===== src/rtl/alu_pkg.sv =====
// Shared encodings for the ALU issue block: opcodes, funct codes, ALU ops,
// FSM state type and the instruction decode helper.
package alu_pkg;

    localparam logic [3:0] OPC_RTYPE = 4'b0000;
    localparam logic [3:0] OPC_ADDI  = 4'b0100;

    localparam logic [2:0] FN_AND = 3'b000;
    localparam logic [2:0] FN_OR  = 3'b001;
    localparam logic [2:0] FN_ADD = 3'b010;
    localparam logic [2:0] FN_SUB = 3'b110;
    localparam logic [2:0] FN_SLT = 3'b111;

    localparam logic [2:0] ALU_AND = 3'b000;
    localparam logic [2:0] ALU_OR  = 3'b001;
    localparam logic [2:0] ALU_ADD = 3'b010;
    localparam logic [2:0] ALU_SUB = 3'b110;
    localparam logic [2:0] ALU_SLT = 3'b111;

    typedef enum logic [1:0] {
        IDLE = 2'd0,
        EXEC = 2'd1,
        WB   = 2'd2
    } state_t;

    typedef struct packed {
        logic        legal;
        logic        is_imm;
        logic [2:0]  op;
        logic [2:0]  dst;
        logic [15:0] imm;
    } decode_t;

    function automatic decode_t decode(input logic [15:0] word);
        decode_t d;
        d.legal  = 1'b0;
        d.is_imm = 1'b0;
        d.op     = ALU_AND;
        d.dst    = 3'd0;
        d.imm    = {{10{word[5]}}, word[5:0]};
        case (word[15:12])
            OPC_RTYPE: begin
                d.dst = word[5:3];
                case (word[2:0])
                    FN_AND: begin d.legal = 1'b1; d.op = ALU_AND; end
                    FN_OR:  begin d.legal = 1'b1; d.op = ALU_OR;  end
                    FN_ADD: begin d.legal = 1'b1; d.op = ALU_ADD; end
                    FN_SUB: begin d.legal = 1'b1; d.op = ALU_SUB; end
                    FN_SLT: begin d.legal = 1'b1; d.op = ALU_SLT; end
                    default: d.legal = 1'b0;
                endcase
            end
            OPC_ADDI: begin
                d.legal  = 1'b1;
                d.is_imm = 1'b1;
                d.op     = ALU_ADD;
                d.dst    = word[8:6];
            end
            default: d.legal = 1'b0;
        endcase
        return d;
    endfunction

endpackage


===== src/rtl/regfile8x16.sv =====
// 8 x 16 register file: two combinational read ports, a debug read port and
// one synchronous write port. r0 always reads zero and ignores writes.
module regfile8x16 #(
    parameter logic [15:0] REG_INIT = 16'h0000
) (
    input  logic        clk,
    input  logic        rst_n,
    input  logic [2:0]  rd_addr_a,
    output logic [15:0] rd_data_a,
    input  logic [2:0]  rd_addr_b,
    output logic [15:0] rd_data_b,
    input  logic [2:0]  dbg_addr,
    output logic [15:0] dbg_data,
    input  logic        wr_en,
    input  logic [2:0]  wr_addr,
    input  logic [15:0] wr_data
);

    logic [15:0] regs [8];

    always_ff @(posedge clk or negedge rst_n) begin
        if (!rst_n) begin
            regs[0] <= '0;
            for (int i = 1; i < 8; i++) begin
                regs[i] <= REG_INIT;
            end
        end else if (wr_en && (wr_addr != 3'd0)) begin
            regs[wr_addr] <= wr_data;
        end
    end

    assign rd_data_a = (rd_addr_a == 3'd0) ? 16'h0000 : regs[rd_addr_a];
    assign rd_data_b = (rd_addr_b == 3'd0) ? 16'h0000 : regs[rd_addr_b];
    assign dbg_data  = (dbg_addr  == 3'd0) ? 16'h0000 : regs[dbg_addr];

endmodule


===== src/rtl/alu_issue.sv =====
// Single-issue sequencer: accepts one instruction, drives the external ALU
// for one cycle, then reports and writes back the result.
module alu_issue
    import alu_pkg::*;
#(
    parameter logic [15:0] REG_INIT = 16'h0000
) (
    input  logic        clk,
    input  logic        rst_n,
    input  logic        instr_valid,
    input  logic [15:0] instr,
    output logic        instr_ready,
    output logic [2:0]  alu_op,
    output logic [15:0] alu_a,
    output logic [15:0] alu_b,
    input  logic [15:0] alu_sum,
    input  logic        alu_zero,
    output logic        wb_valid,
    output logic [2:0]  wb_reg,
    output logic [15:0] wb_data,
    output logic        wb_zero,
    output logic        illegal,
    input  logic [2:0]  dbg_addr,
    output logic [15:0] dbg_data
);

    state_t      state;
    decode_t     dec;
    logic        ill_q;
    logic [2:0]  dst_q;
    logic [15:0] rd_data_a;
    logic [15:0] rd_data_b;

    assign dec = decode(instr);

    // Read ports are addressed straight from the offered word so operands
    // can be registered at the accepting edge.
    regfile8x16 #(.REG_INIT(REG_INIT)) u_rf (
        .clk       (clk),
        .rst_n     (rst_n),
        .rd_addr_a (instr[11:9]),
        .rd_data_a (rd_data_a),
        .rd_addr_b (instr[8:6]),
        .rd_data_b (rd_data_b),
        .dbg_addr  (dbg_addr),
        .dbg_data  (dbg_data),
        .wr_en     (wb_valid),
        .wr_addr   (wb_reg),
        .wr_data   (wb_data)
    );

    always_ff @(posedge clk or negedge rst_n) begin
        if (!rst_n) begin
            state       <= IDLE;
            instr_ready <= 1'b1;
            alu_op      <= '0;
            alu_a       <= '0;
            alu_b       <= '0;
            wb_valid    <= 1'b0;
            wb_reg      <= '0;
            wb_data     <= '0;
            wb_zero     <= 1'b0;
            illegal     <= 1'b0;
            ill_q       <= 1'b0;
            dst_q       <= '0;
        end else begin
            case (state)
                IDLE: begin
                    if (instr_valid && instr_ready) begin
                        state       <= EXEC;
                        instr_ready <= 1'b0;
                        dst_q       <= dec.dst;
                        ill_q       <= !dec.legal;
                        illegal     <= !dec.legal;
                        if (dec.legal) begin
                            alu_op <= dec.op;
                            alu_a  <= rd_data_a;
                            alu_b  <= dec.is_imm ? dec.imm : rd_data_b;
                        end
                    end
                end
                EXEC: begin
                    alu_op  <= '0;
                    alu_a   <= '0;
                    alu_b   <= '0;
                    illegal <= 1'b0;
                    if (ill_q) begin
                        state       <= IDLE;
                        instr_ready <= 1'b1;
                    end else begin
                        state    <= WB;
                        wb_valid <= 1'b1;
                        wb_reg   <= dst_q;
                        wb_data  <= alu_sum;
                        wb_zero  <= alu_zero;
                    end
                end
                WB: begin
                    wb_valid    <= 1'b0;
                    instr_ready <= 1'b1;
                    state       <= IDLE;
                end
                default: begin
                    state       <= IDLE;
                    instr_ready <= 1'b1;
                end
            endcase
        end
    end

endmodule


===== config.mk =====
export PLATFORM = sky130hd
export DESIGN_NAME = alu_issue
export DESIGN_NICKNAME = d
export VERILOG_FILES = /design/src/rtl/alu_pkg.sv /design/src/rtl/regfile8x16.sv /design/src/rtl/alu_issue.sv
export SDC_FILE = /design/constraint.sdc
export NUM_CORES = 1
export LEC_CHECK = 0
export BUFFER_PORTS_ARGS = -buffer_cell sky130_fd_sc_hd__buf_2
export CAP_MARGIN = 0
export CORE_ASPECT_RATIO = 1.25
export CORE_MARGIN = 3
export CORE_UTILIZATION = 59
export CTS_BUF_LIST = sky130_fd_sc_hd__clkbuf_8 sky130_fd_sc_hd__clkbuf_16
export CTS_CLUSTER_SIZE = 25
export DETAILED_ROUTE_END_ITERATION = 16
export PLACE_DENSITY = 0.83
export SLEW_MARGIN = 20
export SYNTH_ARGS = -nofsm -noshare
export SYNTH_HDL_FRONTEND = slang
export SYNTH_SLANG_ARGS = --single-unit
export TNS_END_PERCENT = 5

===== constraint.sdc =====
create_clock -name clk -period 2.1 [get_ports clk]
set_input_delay 0.105 -clock clk [delete_from_list [all_inputs] [get_ports clk]]
set_output_delay 0.105 -clock clk [all_outputs]
set_load 0.005 [all_outputs]

# After elaboration in Yosys (flattened, before gate mapping)
# Index checks and enable logic that the tools add are counted.
[word_totals] reg_bits=192 input_bits=39 output_inout_bits=74 wordCells=101
[op_classes] magnitude_cmp=5 eq_ne=11 mux=40 n_bitwise=5 n_reduce_logical=20
[op_table] operator="2-to-1 mux 16 bit" count=15
[op_table] operator="binary-select mux 16 bit (select 3 bit)" count=3
[op_table] operator="bitwise mux 128 bit" count=1
[op_table] operator="one-hot mux 16 bit (2 select lines)" count=2
[op_table] operator="demux 16 bit (select 3 bit)" count=1
[op_table] operator="greater-or-equal comparator 4 bit, second input constant" count=4
[op_table] operator="NOT 3 -> 4 bit" count=4
[op_table] operator="zero test 3 bit" count=4
[op_table] operator="one-hot mux 3 bit (4 select lines)" count=1
[op_table] operator="one-hot mux 6 bit (2 select lines)" count=1
[op_table] operator="AND reduction 2 bit" count=5
[op_table] operator="inequality test 2 bit, second input constant" count=4
[op_table] operator="one-hot mux 1 bit (2 select lines)" count=4
[op_table] operator="equality test 3 bit, second input constant" count=2
[op_table] operator="2-to-1 mux 1 bit" count=6
[op_table] operator="2-to-1 mux 3 bit" count=2
[op_table] operator="one-hot mux 3 bit (2 select lines)" count=1
[op_table] operator="OR reduction 5 bit" count=1
[op_table] operator="equality test 4 x 3 -> 1 bit, second input constant" count=1
[op_table] operator="zero test 4 bit" count=1
[op_table] operator="less-than comparator 4 x 1 -> 1 bit, second input constant" count=1
[op_table] operator="2-to-1 mux 2 bit" count=2
[op_table] operator="one-hot mux 2 bit (2 select lines)" count=1
[op_table] operator="nonzero test 2 bit" count=2
[op_table] operator="10 further kinds" count=12

# Logic depth before layout (Yosys ltp)
[logic_depth] word_depth=9 mapped_depth=7 ltp_nobuf=4

# Hierarchy
# Synthesis repeated with hierarchy kept, for this count alone.
[unflattened] cells_unflattened=794 area_unflattened_um2=9889.5
[modules_own_cells] module="regfile8x16" n_inst=1 cells_per_inst=564 area_per_inst_um2=7196.9 seq_area_each_um2=2802.7
[modules_own_cells] module="alu_issue" n_inst=1 cells_per_inst=230 area_per_inst_um2=2692.6 seq_area_each_um2=1602.8

# Least setup slack after synthesis
# OpenSTA, ideal clock, no wires.
[synth_path] path_kind="register -> register" startpoint="register wb_reg[1]" endpoint="register u_rf.regs[101] (netlist name)" setup_time_ps=125 arrival_time_ps=1522 t_required_ps=1975 setup_slack_ps=454 path_stages_with_launch=5 path_buffers=2 synth_period_minus_slack_ps=1646 path_cell_list="dfrtp_1 -> buf_2 -> nor3_2 -> buf_2 -> mux2_2"
[synth_via] elab_chain_cells=6 elab_cells_between_ends=9 cone_classes="2 x order compare; 3 x mux; 1 x bitwise; 3 x reduce/logical"
[synth_lines] element="from (decl)" line="alu_issue.sv:19" source="output logic [2:0] wb_reg,"
[synth_lines] element="from (signal assigned)" line="alu_issue.sv:93" source="wb_reg <= dst_q;"
[synth_lines] element="NOT 3 -> 4 bit (implied by the code)" line="regfile8x16.sv:28" source="regs[wr_addr] <= wr_data;"
[synth_lines] element="greater-or-equal comparator 4 bit (implied by the code) / less-than comparator 4 x 1 -> 1 bit (equally long branches)" line="regfile8x16.sv:28"
[synth_lines] element="logical AND 1 bit (implied by the code)" line="regfile8x16.sv:28"
[synth_lines] element="2-to-1 mux 16 bit (implied by the code)" line="regfile8x16.sv:28"
[synth_lines] element="demux 16 bit (select 3 bit)" line="regfile8x16.sv:28"
[synth_lines] element="bitwise mux 128 bit" line="regfile8x16.sv:28"
[synth_lines] element="to (signal, indexed assignment)" line="regfile8x16.sv:28"
[synth_lines] element="to (decl)" line="regfile8x16.sv:19" source="logic [15:0] regs [8];"
# Several ways; a longest one is shown, not always the timed one.
# A chain may end at the register's enable or synchronous reset.

# Worst setup path after layout
[layout_path] startpoint="register instr_ready" endpoint="register alu_op[2]"
[layout_via] elab_chain_cells=3
[layout_lines] element="from (decl)" line="alu_issue.sv:12" source="output logic instr_ready,"
[layout_lines] element="from (signal assigned)" line="alu_issue.sv:55" source="instr_ready <= 1'b1;"
[layout_lines] element="from (signal assigned)" line="alu_issue.sv:71" source="instr_ready <= 1'b0;"
[layout_lines] element="from (signal assigned)" line="alu_issue.sv:89" source="instr_ready <= 1'b1;"
[layout_lines] element="logical AND 1 bit" line="alu_issue.sv:69" source="if (instr_valid && instr_ready) begin"
[layout_lines] element="inequality test 2 bit (no source line)"
[layout_lines] element="AND reduction 3 bit (no source line)"
[layout_lines] element="to (signal assigned)" line="alu_issue.sv:76" source="alu_op <= dec.op;"
[layout_lines] element="to (decl)" line="alu_issue.sv:13" source="output logic [2:0] alu_op,"
# No other way between the ends.

==> results.txt <==
Cell Chain, Critical Path -> and4bb_1, and4_4, nand4_1, dlygate4sd3_1, nand2_1
routed length per instance -> 25.5 um
Post-DP HPWL -> 17,300 um
io pins -> 113
RR Startpoint -> instr_ready
CTS tree -> done
RSZ-0062 raised after global routing -> false
sequential power share -> 46.0%
outcome -> complete, no violations
DRC Markers -> 0
sequential share of the synthesized area -> 46.4%
Final Power -> 7.37 mW
most frequent cells in the layout -> dfrtp_1, mux2_2, buf_2, nand2_1, o21ai_0
largest net degree at the start of global routing -> 67
crit path kind -> reg -> reg
Pre-antenna DRT Iters -> 7
Yosys warning count -> 0
Vias -> 7,356
Initial Util -> 60.5%
Hold Vio Cnt, Final -> 0
share of cells above drive strength 1 -> 47.6%
Slew HR -> 36.7%
clock root cell -> clkbuf_16
commonest non-fill, non-tap cell in the layout -> dfrtp_1
Critical-path top delay cell -> dlygate4sd3_1
total wire length -> 27,700 um
main combinational cell family by area after synthesis -> multiplexers
Fmax -> 491 MHz
reg2reg end -> alu_op[2]
Clock Power Share -> 47.5%
vias in the first global route -> 7,755
CTS Sinks -> 176
Logic pwr share -> 6.5%
initial DRC count -> 876
cell-internal power -> 5.76 mW
post-synthesis xor/xnor area fraction -> 0.0923%
Clock Skew -> 8.63 ps
Core Footprint -> 15,700 um2
Yosys cell types -> 43
H-tree levels -> 4
drt via density -> 6.79
crit start category -> register
adder-cell area share of the yosys netlist -> 0%
pwr dens -> 655 nW/um2
row cnt -> 51
IO buf count -> 112
max layer used -> met5
Worst Tran Pin Value -> 949 ps
ANT nets after route -> 0
met3 WL -> 2710 um
Final nets -> 897
Placer Congestion -> 0.918
Yosys top cell by area -> dfrtp_1
HP Class -> in -> reg
Post-CTS Setup Bufs -> 0
Netlist Area Pre-Place -> 9490 um2
flop2flop setup slack -> 70 ps
GR Util All Layers -> 32.2%
CP arrival -> 2410 ps
maxcap violations -> 0
post-synthesis mux area share -> 32.8%
critical-path maximum fanout -> 12
ant diodes -> 0
CP top delay family -> simple AND/OR/NAND/NOR gates
area share of the largest cell type after synthesis -> 46.1%
Die Ht -> 148 um
post-route minimum period -> 2030 ps
Sw Pwr -> 1.60 mW
Final Cycle Share -> 96.9%
met1 WL -> 10,500 um
Buf/Inv on CP -> 1
initial antenna violation count -> 1
P&R area growth vs syn -> 18.6%
Largest register FFs -> 112
endpoints failing setup -> 0
top cells by area, synth -> dfrtp_1, mux2_2, mux4_2
R2R cell count -> 5
wire length on met2 -> 13,100 um
Max VDD drop -> 0.539 mV
hold path depth -> 3
Crit. End Element -> register
Hold Startpoint -> instr[5]
CTS clk-pin slew, worst paths -> 60 ps
post_cts resized -> 0
GR Overflow Total -> 0
syn avg cell area -> 12.9 um2
full die area -> 17,700 um2
Simple-Gate Fraction of Synth Area -> 4.57%
Die Width -> 119 um
hold-critical path endpoint -> dst_q[2]
syn_nets -> 774
Switching Fraction -> 21.8%
Static Leak -> 5.50 nW
fin. max-slew vios -> 0
Synth Register Bits -> 176
first-pass GRT wire length -> 43,700 um
CTS buffer count -> 17
required time of the critical path -> 2470 ps
CTS Buffer Depth -> 2
Synth Instances -> 735
Biggest register -> u_rf.regs
final setup TNS -> 0 ps
Post-CTS Hold Fix Bufs -> 24
Compound-Gate Fraction of Synth Area -> 12.2%
CP peak stage delay -> 580 ps
Worst-Skew Late Latency -> 440 ps
==> worst max-delay path by stage <==
stage | start | endpoint | depth (start not counted)
after detailed placement | instr_ready | alu_b[14] | 4
after global routing | instr_ready | alu_op[2] | 5
final | instr_ready | alu_op[2] | 5
after CTS | instr_ready | alu_op[2] | 5
after floorplan | wb_reg[1] | u_rf.regs[101] | 4
after global placement | instr_ready | alu_b[14] | 4
==> logic make-up after synthesis <==
family / count (synthesis)
multiplexers: 248
flip-flops: 176
AO/OA/AOI/OAI: 155
AND/OR/NAND/NOR: 83
buffers and inverters: 72
XOR/XNOR: 1
==> worst min-delay path: stages <==
cell     delay [ps]
buf_2           110
mux2i_1          90
o22ai_1         110
==> cells in the mapped netlist <==
cell and n:
and4bb_1 1, mux4_2 33, o22ai_1 4, dfrtp_1 175, nor4_1 1, and2_1 1, a41oi_4 1, a22o_1 5
nand4b_1 3, and3_1 1, buf_6 6, a21o_2 1, buf_4 4, nand4_1 4, or3b_4 1, mux2i_1 43
nor2_1 4, a32o_1 2, and2b_2 1, a31oi_1 1, nand2b_1 4, nand4bb_1 1, a21oi_1 13, a22oi_1 42
xnor2_1 1, dfstp_2 1, o21ai_0 46, buf_1 2, a221oi_1 9, a22o_2 10, buf_2 36, and3b_2 1
inv_1 6, and4_4 1, nor3_2 2, nand2_1 50, o21ai_2 1, a221o_1 9, clkbuf_1 18, mux2_2 172
nor2b_1 5, nor4bb_1 2, o211ai_2 11
==> power groups by stage <==
stage	Sequential [mW]	Combinational (mW)	Clock, mW
floorplan	3.45	0.219	0
global placement	3.45	0.419	0
detailed placement	3.45	0.430	0
CTS	3.39	0.468	3.53
global route	3.39	0.506	3.68
finish	3.39	0.477	3.50
==> per-stage QoR <==
stage                     cell area, um2  worst slack, ps  utilization, %  hold slack (ps)  cells
final                              11300             65.2            71.7             31.7   1083
after global routing               11300             13.2            71.7             68.0   1083
after CTS                          11300             87.7            71.7             24.5   1083
after detailed placement           10400              263            66.0              146   1027
after global placement             10400              284            66.0              138   1027
after floorplan                     9490              454               -             -191    735
==> per-layer routing <==
| metal | global-route usage, % | vias to the layer above |
|---|---|---|
| met5 | 0 | - |
| met4 | 17.5 | 2 |
| met3 | 8.76 | 107 |
| met2 | 49.9 | 493 |
| met1 | 41.4 | 3701 |
| li1 | - | 3053 |
==> layout make-up <==
type | count | area, um2
Multi-Input combinational cell | 487 | 4740
Fill cell | 1050 | 4440
Sequential cell | 176 | 4410
Timing Repair Buffer | 170 | 1160
Clock buffer | 20 | 467
Tap cell | 212 | 265
Clock inverter | 12 | 189
Inverter | 6 | 22.5
(Power assumes the default switching activity.)
